[src/rtl/serial_adder.sv]
// serial_adder: bit-serial LSB-first adder that steps operands and carry through one full-adder cell
module full_adder (
    input  logic x,
    input  logic y,
    input  logic z,
    output logic s,
    output logic co
);
    assign s  = x ^ y ^ z;
    assign co = (x & y) | (x & z) | (y & z);
endmodule

module serial_adder #(
    parameter int WIDTH = 8
) (
    input  logic             clk,
    input  logic             rst_n,
    input  logic             start,
    input  logic [WIDTH-1:0] a,
    input  logic [WIDTH-1:0] b,
    input  logic             cin,
    output logic             busy,
    output logic             done,
    output logic [WIDTH-1:0] sum,
    output logic             carry
);
    localparam int CW = $clog2(WIDTH);

    typedef enum logic [1:0] {IDLE, SHIFT, DONE} state_t;

    state_t           state, state_d;
    logic [WIDTH-1:0] a_sr, b_sr, s_sr, s_sr_d;
    logic             c_ff, fs, fc, accept, last;
    logic [CW-1:0]    cnt;

    full_adder u_fa (.x(a_sr[0]), .y(b_sr[0]), .z(c_ff), .s(fs), .co(fc));

    // start is honoured in IDLE and DONE, ignored while shifting
    always_comb begin
        accept  = start && state != SHIFT;
        last    = state == SHIFT && cnt == CW'(WIDTH - 1);
        s_sr_d  = {fs, s_sr[WIDTH-1:1]};
        state_d = accept ? SHIFT : last ? DONE : state == SHIFT ? SHIFT : IDLE;
    end

    assign busy = state == SHIFT;
    assign done = state == DONE;

    always_ff @(posedge clk or negedge rst_n) begin
        if (!rst_n) state <= IDLE;
        else        state <= state_d;
    end

    always_ff @(posedge clk or negedge rst_n) begin
        if (!rst_n) begin
            a_sr  <= '0;
            b_sr  <= '0;
            s_sr  <= '0;
            c_ff  <= 1'b0;
            cnt   <= '0;
            sum   <= '0;
            carry <= 1'b0;
        end else if (accept) begin
            a_sr <= a;
            b_sr <= b;
            c_ff <= cin;
            cnt  <= '0;
        end else if (state == SHIFT) begin
            a_sr <= {1'b0, a_sr[WIDTH-1:1]};
            b_sr <= {1'b0, b_sr[WIDTH-1:1]};
            s_sr <= s_sr_d;
            c_ff <= fc;
            cnt  <= cnt + CW'(1);
            if (last) begin
                sum   <= s_sr_d;
                carry <= fc;
            end
        end
    end
endmodule

[config.mk]
export PLATFORM = sky130hd
export DESIGN_NAME = serial_adder
export DESIGN_NICKNAME = d
export VERILOG_FILES = /design/src/rtl/serial_adder.sv
export SDC_FILE = /design/constraint.sdc
export NUM_CORES = 1
export LEC_CHECK = 0
export ABC_AREA = 1
export BUFFER_PORTS_ARGS = -buffer_cell sky130_fd_sc_hd__buf_2
export CORE_MARGIN = 8
export CORE_UTILIZATION = 35
export DETAILED_ROUTE_END_ITERATION = 10
export PLACE_DENSITY = 0.59
export SYNTH_ARGS = -nofsm -noshare
export SYNTH_HDL_FRONTEND = slang
export SYNTH_SLANG_ARGS = --single-unit
[constraint.sdc]
create_clock -name clk -period 1.4 [get_ports clk]
set_input_delay 0.07 -clock clk [delete_from_list [all_inputs] [get_ports clk]]
set_output_delay 0.07 -clock clk [all_outputs]
set_load 0.01 [all_outputs]
==> impl_metrics.tcl <==
set metrics [dict create \
    diodes 0 \
    wl_per_cell_um 12.7 \
    die_area_um2 7240 \
    fin_worst_skew_ns 0.00556 \
    swShare_pct 34.8 \
    overflow 0 \
    setup_viol 0 \
    most-common-layout-cells "57 x nand2_1, 52 x nand3_1, 38 x dfrtp_1, 30 x buf_2" \
    hold_path_class "in2reg" \
    start_util_pct 35.9 \
    clock.fmax_mhz 788 \
    critPathLaunchType "register" \
    synth-seq-area-share_pct 56.9 \
    first_iter_violations 89 \
    clk_pin_slew_ns 0.08 \
    grt_first_pass_wirelength_um 5780 \
    mostFrequentLayoutCell "nand2_1" \
    pwr-share-seq_pct 39.6 \
    worst_pin_slew_ns 0.418 \
    pwr-share-comb_pct 35.8 \
    h-tree-depth 2 \
    peakVddDrop_mv 0.719 \
    dr.pass1.iters 4 \
    setup_ws_ns 0.131 \
    via_per_inst 4.85 \
    final_hold_viol_count 0 \
    cts_tree "built" \
    area_growth_pct 21.8 \
    yosys_warnings 0 \
    die_h_um 85.1 \
    ys_types 16 \
    drv_cap 0 \
    nets 238 \
    p_leak_uw 0.00106 \
    grt_usage_pct 9.90 \
    cts_sinks 38 \
    synth-seq-cells 38 \
    routed_wl_um 3420 \
    utilization_pct 43.7 \
    routabilityCongestion 0.712 \
    status "finished, final reports clean" \
    die_w_um 85.1 \
    p_switching_uw 1610 \
    num_rows 25 \
    grt_pass1_vias 1307 \
    placement.io_buffers 30 \
    grt_max_degree 47 \
    pwr_density_cell_nw_per_um2 2270 \
    clock_latency_ns 0.29 \
    antenna_found_initial 0 \
    crit_fanout 9 \
    fin_crit_ns 1.27 \
    preCtsSetupSlack_ns -0.102 \
    coreArea_um2 4660 \
    syn_avg_cell_area_um2 9.18 \
    syn_nets 205 \
    drc 0 \
    root_buffer "clkbuf_8" \
    hold_path_depth 3 \
    rsz0062_at_grt "false" \
    syn_inst 182 \
    layout-drive-gt1-share_pct 23.1 \
    finalMaxSlewViolations 0 \
    power_frac_clock_pct 24.6 \
    ios 31 \
    postRouteAntennaNets 0 \
    path_class "reg2reg" \
    finalCritPeriodShare_pct 90.7 \
    slew_headroom_pct 72.1 \
    cts-buffers-inserted 5 \
    worstPathRequired_ns 1.63 \
    intPower_uw 3020 \
    post_cts_buffers 0 \
    critPathCaptureType "register" \
    clock_path_buffers 2 \
    dr_total_vias 1310 \
    syn_area_um2 1670 \
    arrival_ns 1.50 \
    worstRegToRegCells 6 \
    hpwl_um 2310 \
]
## registers in the layout, summed over array words and instances, names as in the netlist
name and flops:
c_ff 1, cnt 3, state 2, a_sr 8, sum 8, s_sr 7, b_sr 8, carry 1
## cell families after synthesis
kind of cell / count (synthesis) / synth area share [%]
flops: 38 / 56.9
fa+ha+maj: 3 / 2.69
buf+inv: 19 / 7.78
simple gates: 114 / 30.2
compound gates: 8 / 2.39
## power groups by stage
stage | Combinational (uW) | Sequential, uW | Clock, uW
floorplan | 1230 | 1870 | 0
detailed placement | 1680 | 1860 | 0
global placement | 1650 | 1840 | 0
global route | 1890 | 1890 | 1220
CTS | 1690 | 1840 | 1170
finish | 1660 | 1830 | 1140
## worst max-delay path, cell delays in order (launching register included)
cell and delay, ns:
dfrtp_1 0.39, ha_1 0.20, ha_1 0.19, buf_4 0.13, nand2_2 0.16, nand2_1 0.07, nand2_1 0.07
## synthesized netlist by cell type
master | instances | share of area (%)
buf_4 | 5 | 2.2
fa_1 | 1 | 1.2
nor2_4 | 1 | 0.67
inv_2 | 1 | 0.22
dfrtp_1 | 38 | 57
o21ai_0 | 3 | 0.90
ha_1 | 2 | 1.5
buf_6 | 5 | 3.4
nand2_1 | 57 | 13
nor2_1 | 2 | 0.45
nand3_1 | 52 | 16
inv_1 | 6 | 1.3
o21ai_1 | 4 | 1.2
buf_2 | 2 | 0.60
nand2_2 | 2 | 0.75
a21oi_1 | 1 | 0.30
## metrics by stage
| stage | TNS (ns) | total power [uW] | area, um2 | hold WS [ns] | std cells |
|---|---|---|---|---|---|
| after detailed placement | -0.861 | 3530 | 1880 | 0.0363 | 261 |
| final | 0 | 4630 | 2040 | 0.0106 | 270 |
| after floorplan | 0 | 3090 | 1670 | -0.226 | 182 |
| after global routing | 0 | 5000 | 2040 | 0.00197 | 270 |
| after CTS | 0 | 4700 | 2030 | 0.00379 | 270 |
| after global placement | -0.523 | 3490 | 1880 | 0.0319 | 261 |
## timing repair
item | in CTS | in global routing
hold endpoints to repair | 16 | 0
gates resized for setup | 1 | 1
setup endpoints to repair | 11 | 4
hold buffers | 1 | 0
## worst paths after layout
kind	slack (ns)	start	end
max in group asynchronous	0.70	rst_n	b_sr[4]$_DFFE_PN0P_
min in group asynchronous	0.24	rst_n	s_sr[4]$_DFFE_PN0P_
min reg2reg	0.47	sum[3]$_DFFE_PN0P_	sum[3]$_DFFE_PN0P_
max	0.13	cnt[0]$_DFFE_PN0P_	sum[0]$_DFFE_PN0P_
max reg2reg	0.13	cnt[0]$_DFFE_PN0P_	sum[0]$_DFFE_PN0P_
min	0.01	a[5]	a_sr[5]$_DFFE_PN0P_
## final cells by class
type                            instances  area (um2)
Tap cell                               54        67.6
Timing Repair Buffer                   38         250
Fill cell                             466        2630
Inverter                                7        26.3
Clock buffer                            6        82.6
Sequential cell                        38         951
Multi-Input combinational cell        125         598
Clock inverter                          2        60.1
## routing by layer
layer | routed length (um) | GRT usage [%]
met1 | 1560 | 11.0
met4 | 76 | 5.83
met5 | 0 | 0
met3 | 131 | 2.99
met2 | 1660 | 16.4
Power figures use the tool's default switching activity.
